## config.mk

```make
export PLATFORM = sky130hd
export DESIGN_NAME = fetch_stage_flat
export DESIGN_NICKNAME = d
export VERILOG_FILES = /design/src/rtl/fetch_stage_pkg.sv /design/src/rtl/fetch_if.sv /design/src/rtl/fetch_stage_if_id_reg.sv /design/src/rtl/fetch_stage.sv /design/src/flat_wrapper.sv
export SDC_FILE = /design/constraint.sdc
export NUM_CORES = 1
export LEC_CHECK = 0
export ABC_AREA = 1
export CAP_MARGIN = 20
export CORE_MARGIN = 2
export CORE_UTILIZATION = 40
export CTS_CLUSTER_SIZE = 20
export DETAILED_ROUTE_END_ITERATION = 10
export GPL_TIMING_DRIVEN = 0
export PLACE_DENSITY = 0.85
export SYNTH_ARGS = -nofsm -noshare
export SYNTH_HDL_FRONTEND = slang
export SYNTH_HIERARCHICAL = 1
export SYNTH_SLANG_ARGS = --single-unit
```

## constraint.sdc

```tcl
create_clock -name clk -period 5.6 [get_ports clk]
set_input_delay 0.84 -clock clk [delete_from_list [all_inputs] [get_ports clk]]
set_output_delay 0.84 -clock clk [all_outputs]
set_load 0.005 [all_outputs]
```

## src/rtl/fetch_stage_pkg.sv

```systemverilog
// Shared definitions for the instruction-fetch stage: reset PC, bubble
// instruction and the miss-handling FSM encoding.
package fetch_stage_pkg;

    localparam logic [31:0] RESET_PC_DEFAULT = 32'h0000_3000;
    localparam logic [31:0] NOP_INS_DEFAULT  = 32'h0000_0000;

    // RUN: no outstanding miss; WAIT: miss outstanding;
    // WAIT_R: miss outstanding with a redirect held in pend_pc.
    typedef enum logic [1:0] {
        RUN    = 2'd0,
        WAIT   = 2'd1,
        WAIT_R = 2'd2
    } fetch_state_t;

    // Instruction addresses are always word aligned.
    function automatic logic [31:0] word_align(input logic [31:0] addr);
        return {addr[31:2], 2'b00};
    endfunction

endpackage

```

## src/rtl/fetch_if.sv

```systemverilog
// Signal bundle between the fetch stage and its neighbours: hazard unit
// stall, decode redirect, instruction memory port and the IF/ID outputs.
// The slave modport is the fetch stage's view, master is the environment's.
interface fetch_if;
    logic        stall;
    logic        redirect_en;
    logic [31:0] redirect_pc;
    logic [31:0] imem_addr;
    logic [31:0] imem_rdata;
    logic        imem_valid;
    logic [31:0] f_pc;
    logic [31:0] d_ins;
    logic [31:0] d_pc;
    logic        d_valid;

    modport slave (
        input  stall, redirect_en, redirect_pc, imem_rdata, imem_valid,
        output imem_addr, f_pc, d_ins, d_pc, d_valid
    );

    modport master (
        output stall, redirect_en, redirect_pc, imem_rdata, imem_valid,
        input  imem_addr, f_pc, d_ins, d_pc, d_valid
    );
endinterface

```

## src/rtl/fetch_stage_if_id_reg.sv

```systemverilog
// IF/ID pipeline register. When enabled it captures either the fetched
// instruction (valid) or a bubble carrying the current PC (not valid).
module if_id_reg #(
    parameter logic [31:0] RESET_PC = 32'h0000_3000,
    parameter logic [31:0] NOP_INS  = 32'h0000_0000
) (
    input  logic        clk,
    input  logic        reset,
    input  logic        en,
    input  logic        bubble,
    input  logic [31:0] ins,
    input  logic [31:0] pc,
    output logic [31:0] q_ins,
    output logic [31:0] q_pc,
    output logic        q_valid
);

    // Load instruction or bubble on enable; hold otherwise.
    always_ff @(posedge clk or posedge reset) begin
        if (reset) begin
            q_ins   <= NOP_INS;
            q_pc    <= RESET_PC;
            q_valid <= 1'b0;
        end else if (en) begin
            q_ins   <= bubble ? NOP_INS : ins;
            q_pc    <= pc;
            q_valid <= ~bubble;
        end
    end

endmodule

```

## src/rtl/fetch_stage.sv

```systemverilog
// Instruction-fetch stage: PC register, miss-handling FSM and IF/ID register.
// Optional feature macro: FETCH_DELAY_SLOT_EN (MIPS branch delay slot).
// Without it a redirect bubbles IF/ID and jumps at once; with it the
// in-flight fetch completes first and a redirect during a miss is parked
// in pend_pc until the memory answers.
module fetch_stage
    import fetch_stage_pkg::*;
#(
    parameter logic [31:0] RESET_PC = RESET_PC_DEFAULT,
    parameter logic [31:0] NOP_INS  = NOP_INS_DEFAULT
) (
    input  logic clk,
    input  logic reset,
    fetch_if.slave bus
);

    fetch_state_t state, state_next;
    logic [31:0]  pc, pc_next;
    logic [31:0]  pc_plus4;
    logic [31:0]  target;
    logic         if_en;
    logic         if_bubble;

    assign pc_plus4      = pc + 32'd4;
    assign target        = word_align(bus.redirect_pc);
    assign bus.imem_addr = pc;
    assign bus.f_pc      = pc;

`ifdef FETCH_DELAY_SLOT_EN
    logic [31:0] pend_pc;
    logic        pend_load;

    // Park a redirect that arrives while a miss is outstanding.
    always_ff @(posedge clk or posedge reset) begin
        if (reset) begin
            pend_pc <= RESET_PC;
        end else if (pend_load) begin
            pend_pc <= target;
        end
    end
`endif

    // State and PC registers; stall is folded into the next-value logic.
    // NOTE: sequential state uses non-blocking assignments so every register
    // samples pre-edge values regardless of process ordering.
    always_ff @(posedge clk or posedge reset) begin
        if (reset) begin
            state <= RUN;
            pc    <= RESET_PC;
        end else begin
            state <= state_next;
            pc    <= pc_next;
        end
    end

    // Next-state logic for the miss FSM.
    // NOTE: each combinational output gets a default first so no path leaves
    // it unassigned, which would otherwise infer a latch.
    always_comb begin
        state_next = state;
        if (!bus.stall) begin
`ifdef FETCH_DELAY_SLOT_EN
            unique case (state)
                RUN, WAIT: begin
                    if (bus.imem_valid)       state_next = RUN;
                    else if (bus.redirect_en) state_next = WAIT_R;
                    else                      state_next = WAIT;
                end
                WAIT_R: begin
                    if (bus.imem_valid)       state_next = RUN;
                end
                default:                      state_next = RUN;
            endcase
`else
            unique case (state)
                RUN, WAIT: begin
                    if (bus.redirect_en || bus.imem_valid) state_next = RUN;
                    else                                   state_next = WAIT;
                end
                default:                                   state_next = RUN;
            endcase
`endif
        end
    end

    // FSM outputs: next PC, IF/ID load/bubble control, pending capture.
    always_comb begin
        pc_next   = pc;
        if_en     = 1'b0;
        if_bubble = 1'b0;
`ifdef FETCH_DELAY_SLOT_EN
        pend_load = 1'b0;
`endif
        if (!bus.stall) begin
            if_en     = 1'b1;
            if_bubble = ~bus.imem_valid;
`ifdef FETCH_DELAY_SLOT_EN
            if (bus.imem_valid) begin
                if (state == WAIT_R)      pc_next = pend_pc;
                else if (bus.redirect_en) pc_next = target;
                else                      pc_next = pc_plus4;
            end else if (bus.redirect_en && state != WAIT_R) begin
                // Decode cannot redirect again while WAIT_R is bubbling it.
                pend_load = 1'b1;
            end
`else
            if (bus.redirect_en) begin
                if_bubble = 1'b1;
                pc_next   = target;
            end else if (bus.imem_valid) begin
                pc_next   = pc_plus4;
            end
`endif
        end
    end

    if_id_reg #(
        .RESET_PC (RESET_PC),
        .NOP_INS  (NOP_INS)
    ) u_if_id (
        .clk     (clk),
        .reset   (reset),
        .en      (if_en),
        .bubble  (if_bubble),
        .ins     (bus.imem_rdata),
        .pc      (pc),
        .q_ins   (bus.d_ins),
        .q_pc    (bus.d_pc),
        .q_valid (bus.d_valid)
    );

endmodule
```

## src/flat_wrapper.sv

```systemverilog
// flat-port wrapper written by rule: the top's interface ports become plain ports
module fetch_stage_flat import fetch_stage_pkg::*;
#(
    parameter logic [31:0] RESET_PC = RESET_PC_DEFAULT,
    parameter logic [31:0] NOP_INS  = NOP_INS_DEFAULT
)
  (clk, reset, bus_stall, bus_redirect_en, bus_redirect_pc, bus_imem_rdata, bus_imem_valid, bus_imem_addr, bus_f_pc, bus_d_ins, bus_d_pc, bus_d_valid);
  fetch_if bus_i ();
  input  logic clk;
  input  logic reset;
  input wire logic [$bits(bus_i.stall)-1:0] bus_stall;
  input wire logic [$bits(bus_i.redirect_en)-1:0] bus_redirect_en;
  input wire logic [$bits(bus_i.redirect_pc)-1:0] bus_redirect_pc;
  input wire logic [$bits(bus_i.imem_rdata)-1:0] bus_imem_rdata;
  input wire logic [$bits(bus_i.imem_valid)-1:0] bus_imem_valid;
  output wire logic [$bits(bus_i.imem_addr)-1:0] bus_imem_addr;
  output wire logic [$bits(bus_i.f_pc)-1:0] bus_f_pc;
  output wire logic [$bits(bus_i.d_ins)-1:0] bus_d_ins;
  output wire logic [$bits(bus_i.d_pc)-1:0] bus_d_pc;
  output wire logic [$bits(bus_i.d_valid)-1:0] bus_d_valid;
  assign bus_i.stall = bus_stall;
  assign bus_i.redirect_en = bus_redirect_en;
  assign bus_i.redirect_pc = bus_redirect_pc;
  assign bus_i.imem_rdata = bus_imem_rdata;
  assign bus_i.imem_valid = bus_imem_valid;
  assign bus_imem_addr = bus_i.imem_addr;
  assign bus_f_pc = bus_i.f_pc;
  assign bus_d_ins = bus_i.d_ins;
  assign bus_d_pc = bus_i.d_pc;
  assign bus_d_valid = bus_i.d_valid;
  fetch_stage #(.RESET_PC(RESET_PC), .NOP_INS(NOP_INS)) u_core (.clk(clk), .reset(reset), .bus(bus_i));
endmodule
```

Word-level counts from Yosys, hierarchy flattened:

Cells that the tools add are included.

* word-level logic and storage cells: 15
* flip-flop bits (word level): 97

* bitwise logic cells: 3
* add/subtract/negate cells: 1
* muxes and demuxes: 5
* reduce and logical (&&, ||, !) cells: 2

Operators with widths (count)
* $mux 32: 3
* $add 32x3->32 const B: 1
* $not 1->1: 3
* $mux 1: 2
* $reduce_and 2->1: 1
* $reduce_bool 2->1: 1

Longest topological paths before layout:

* word-level depth: 4
* depth in mapped cells: 10

By module:

Netlist, hierarchy kept.

Modules (own cells, without submodules)
* fetch_stage: area an instance 2657.5 um2, seq. area each 753.2 um2, instances 1, cells an instance 423
* if_id_reg: area an instance 2570.0 um2, seq. area each 1629.1 um2, instances 1, cells an instance 279

Least setup slack after synthesis:

Ideal clock, no wire load.

* path type: input -> register
* start: input port bus_redirect_en
* end: register u_core.u_if_id.q_ins[0]
* setup slack: 3.837 ns
* library setup time: 0.117 ns
* cell stages on the path: 7
* data required time: 5.483 ns
* data arrival time: 1.646 ns
* path buffers: 2
* cell sequence: clkinv_1 > buf_6 > a21oi_1 > inv_1 > buf_2 > nand3_1 > nand2_1

* cells in the longest elaborated chain, start to end: 3

Ends and longest elaborated chain
* start: declaration: RTL line flat_wrapper.sv:12 `input wire logic [$bits(bus_i.redirect_en)-1:0] bus_redirect_en;`
* $mux 1: RTL line fetch_stage.sv:107 `if (bus.redirect_en) begin`
* $mux 1: RTL line fetch_stage.sv:94 `if (!bus.stall) begin`
* via u_core.if_bubble: RTL line fetch_stage.sv:22 `logic if_bubble;`
* $mux 32: RTL line fetch_stage_if_id_reg.sv:25 `q_ins <= bubble ? NOP_INS : ins;`
* end signal: assignment: RTL line fetch_stage_if_id_reg.sv:25
* end: declaration: RTL line fetch_stage_if_id_reg.sv:13 `output logic [31:0] q_ins,`

The timed path passes the listed nets, and every way through them passes these cells.
A chain may end at the register's enable or synchronous reset.

Worst setup path in the final report:

* start: register u_core.pc[26] (netlist: u_core/bus.f_pc[26])
* end: output port bus_imem_addr[26]

RTL lines
* start: declaration: RTL line fetch_stage.sv:18 `logic [31:0] pc, pc_next;`
* start signal: assignment: RTL line fetch_stage.sv:52 `pc <= pc_next;`
* end: declaration: RTL line flat_wrapper.sv:16 `output wire logic [$bits(bus_i.imem_addr)-1:0] bus_imem_addr;`

No word-level cell between the ends.

==> results.json <==
{
  "floorplan.initialDensity": 0.413,
  "worstPathArrival_ps": 1610,
  "avgViaCountPerCell": 4.84,
  "nets": 981,
  "netlist-cell-type-count": 29,
  "maximum_clock_insertion_buffer_count": 2,
  "grt_pass1_wl_um": 25800,
  "clock_latency_late_sink_ps": 350,
  "die-height_um": 118,
  "slew-limit-headroom": 0.500,
  "final_cell_count_no_fill": 1088,
  "async_reset_ff_frac": 1.00,
  "run_status": "finished clean",
  "die_area_um2": 14000,
  "hold_viol_final": 0,
  "final.period_utilization": 0.438,
  "first_global_vias": 5071,
  "worst_ir_drop_vdd_uv": 154,
  "synth-main-ff-cell": "dfrtp_1",
  "finalSetupViolCount": 0,
  "met2_usage_in_global_routing": 0.391,
  "grt_start_max_net_pins": 34,
  "drt_drc_violations_left": 0,
  "gp_congestion": 0.901,
  "power.clock.fraction": 0.288,
  "final_antenna_net_count": 0,
  "power_density_nw_per_um2": 285,
  "placement_rows": 41,
  "detailroute.via_count": 5261,
  "drt-pass1-iter-count": 5,
  "net-switching-power_w": 0.000663,
  "track_usage": 0.232,
  "number_of_antenna_violations_at_the_first_check_in_global_routing": 0,
  "most_area_consuming_cells_after_synthesis": "dfrtp_1 (44%), nand2_1 (21%), nand3_1 (6.2%), buf_4 (4.9%), nor2_1 (4.5%)",
  "synthCells": 702,
  "maxClockFrequency_ghz": 0.408,
  "internal_power_w": 0.00154,
  "tightest_slew_ps": 749,
  "share_comb_of_total_power": 0.305,
  "timing.final.max_slew_violations": 0,
  "setup_total_negative_slack_ps": 0,
  "core_area_um2": 12700,
  "yosys_warnings": 6,
  "die-width_um": 118,
  "detailed_place_hpwl_um": 12200,
  "yosysTopAreaCell": "dfrtp_1",
  "cts_resized": 0,
  "critPathCaptureType": "output pin",
  "worstSetupPathType": "flop to output pin",
  "layout.core_utilization": 0.610,
  "power_w": 0.00220,
  "synth.yosys.seq_area_share": 0.456,
  "synth.top_cell.area_share": 0.436,
  "critPathRequiredTime_ps": 4760,
  "drt_iter0_markers": 362,
  "setup_repair_after_global_routing_missed_its_margin": "no",
  "ys_seq_elements": 95,
  "design.portCount": 198,
  "post-cts-setup-buffers": 0,
  "cts_root_buf": "clkbuf_16",
  "critPathSlowestCell": "dfrtp_1",
  "crit_fanout": 9,
  "dp_cells": 1072,
  "synth-edff-count": 0,
  "power_leakage_nw": 3.74,
  "post-synth-top-count-cell": "nand2_1",
  "syn2layout_area_growth_pct": 47.8,
  "most_instantiated_cells_after_synthesis": "nand2_1 (287), dfrtp_1 (91), nand3_1 (65)",
  "cts_hold_repair.buffers": 0,
  "clk_pin_slew_ps": 70,
  "port_buf_inserts": 191,
  "pwr-share-seq": 0.407,
  "post_drt_wl_per_cell_um": 14.8,
  "worst_setup_path_start_kind": "flop",
  "timing.hold.worst.class": "flop to flop",
  "busiest_layer": "met2",
  "timing.final.crit_period_ps": 2450,
  "cts_buf_count": 9,
  "net_switching_share_of_the_total_power": 0.301,
  "cts-htree-levels": 3,
  "worstPathCellList": "buf_4 > clkdlybuf4s50_1",
  "hold_ws_ps": 463,
  "finalWirelength_um": 16100,
  "globalRoute.totalOverflow": 0,
  "global_route.usage.met3": 0.0565,
  "n_antenna_cell": 0,
  "fin_skew_ps": 5.46,
  "cts_tree": "done",
  "synthesis.area_um2": 5230,
  "syn_avg_cell_area_um2": 7.45,
  "groute.layer.met1.usage": 0.284,
  "drv_cap": 0,
  "share_of_final_layout_standard_cells_stronger_than_drive_strength_1": 0.120,
  "crit_path_max_incr_delay_ps": 560,
  "cts.sink_count": 95
}
==> cell type report <==
type | count | area [um2]
inverters | 46 | 173
multi-input cells | 503 | 2210
repair buffers | 193 | 1960
fillers | 1148 | 4940
flip-flops and latches | 95 | 2380
clock inverters | 6 | 67.6
clock buffers | 10 | 239
plain buffers | 63 | 482
well taps | 172 | 215
==> final timing paths <==
path	startpoint	endpoint	slack [ps]	cells past startpoint
worst max-delay path	u_core/bus.f_pc[26]$_DFFE_PP0P_	bus_imem_addr[26]	3150	2
worst min-delay path	u_core/u_if_id/q_pc[13]$_DFFE_PP1P_	u_core/u_if_id/q_pc[13]$_DFFE_PP1P_	460	2
worst max register to register	u_core/bus.f_pc[3]$_DFFE_PP0P_	u_core/bus.f_pc[16]$_DFFE_PP0P_	3820	8
worst min register to register	u_core/u_if_id/q_pc[13]$_DFFE_PP1P_	u_core/u_if_id/q_pc[13]$_DFFE_PP1P_	460	2
max in group asynchronous	reset	u_core/u_if_id/q_pc[19]$_DFFE_PP0P_	4000	3
min in group asynchronous	reset	u_core/bus.f_pc[11]$_DFFE_PP0P_	930	2
==> power groups by stage <==
stage	combinational (W)	sequential, W	clock, W
2_1_floorplan	0.000289	0.000888	0
3_3_place_gp	0.000654	0.000905	0
3_5_place_dp	0.000672	0.000908	0
4_1_cts	0.000676	0.000897	0.000652
5_1_grt	0.000731	0.000914	0.000674
6_report	0.000671	0.000897	0.000633
==> through the flow <==
step,area [um2],setup slack (ps)
final,7730,3150
after global routing,7730,3090
after CTS,7730,3150
after detailed placement,7420,2850
after global placement,7370,1930
after floorplan,5250,3140
==> placed cells by master (no fill, tap or decap), drive strengths merged <==
| cell | Yosys | layout |
|---|---|---|
| nor2 | 79 | 79 |
| buf | 58 | 60 |
| a31oi | 1 | 1 |
| dfstp | 4 | 4 |
| a22oi | 1 | 1 |
| nand2 | 295 | 295 |
| conb | 1 | 6 |
| clkinv | 1 | 2 |
| o21bai | 1 | 1 |
| clkinvlp | 0 | 2 |
| o22ai | 4 | 4 |
| inv | 45 | 47 |
| a21oi | 19 | 19 |
| ha | 1 | 1 |
| nor3 | 3 | 3 |
| o21ai | 25 | 25 |
| dfrtp | 91 | 91 |
| clkbuf | 5 | 15 |
| nand3 | 65 | 65 |
| and2 | 3 | 3 |
| clkdlybuf4s50 | 0 | 191 |
| bufinv | 0 | 1 |
==> worst max-delay path, delay by kind of cell, from the launching register on <==
kind | cells | cell delay, ps
buffers and inverters | 2 | 710
flip-flops | 1 | 560
==> per-layer routing <==
metal	up-vias	wire length (um)
met2	227	7770
met5	-	0
li1	2556	-
met1	2446	6650
met3	32	1310
met4	0	377
==> registers in the layout (all words and copies together), names as in the netlist <==
signal / cells
u_core/u_if_id/q_ins: 32
u_core/u_if_id/q_pc: 32
u_core/bus.f_pc: 30
u_core/u_if_id/q_valid: 1
==> kinds of logic (layout without fill, tap and decap cells) <==
family          count (synthesis)  count (layout)  share of synthesized area
flops                          95              95                      0.456
simple gates                  445             445                      0.364
other cells                     1               6                   0.000717
buf+inv                       109             318                      0.125
compound gates                 51              51                     0.0524
fa+ha+maj                       1               1                    0.00239
Note: power is estimated with default switching activity, not from simulation.
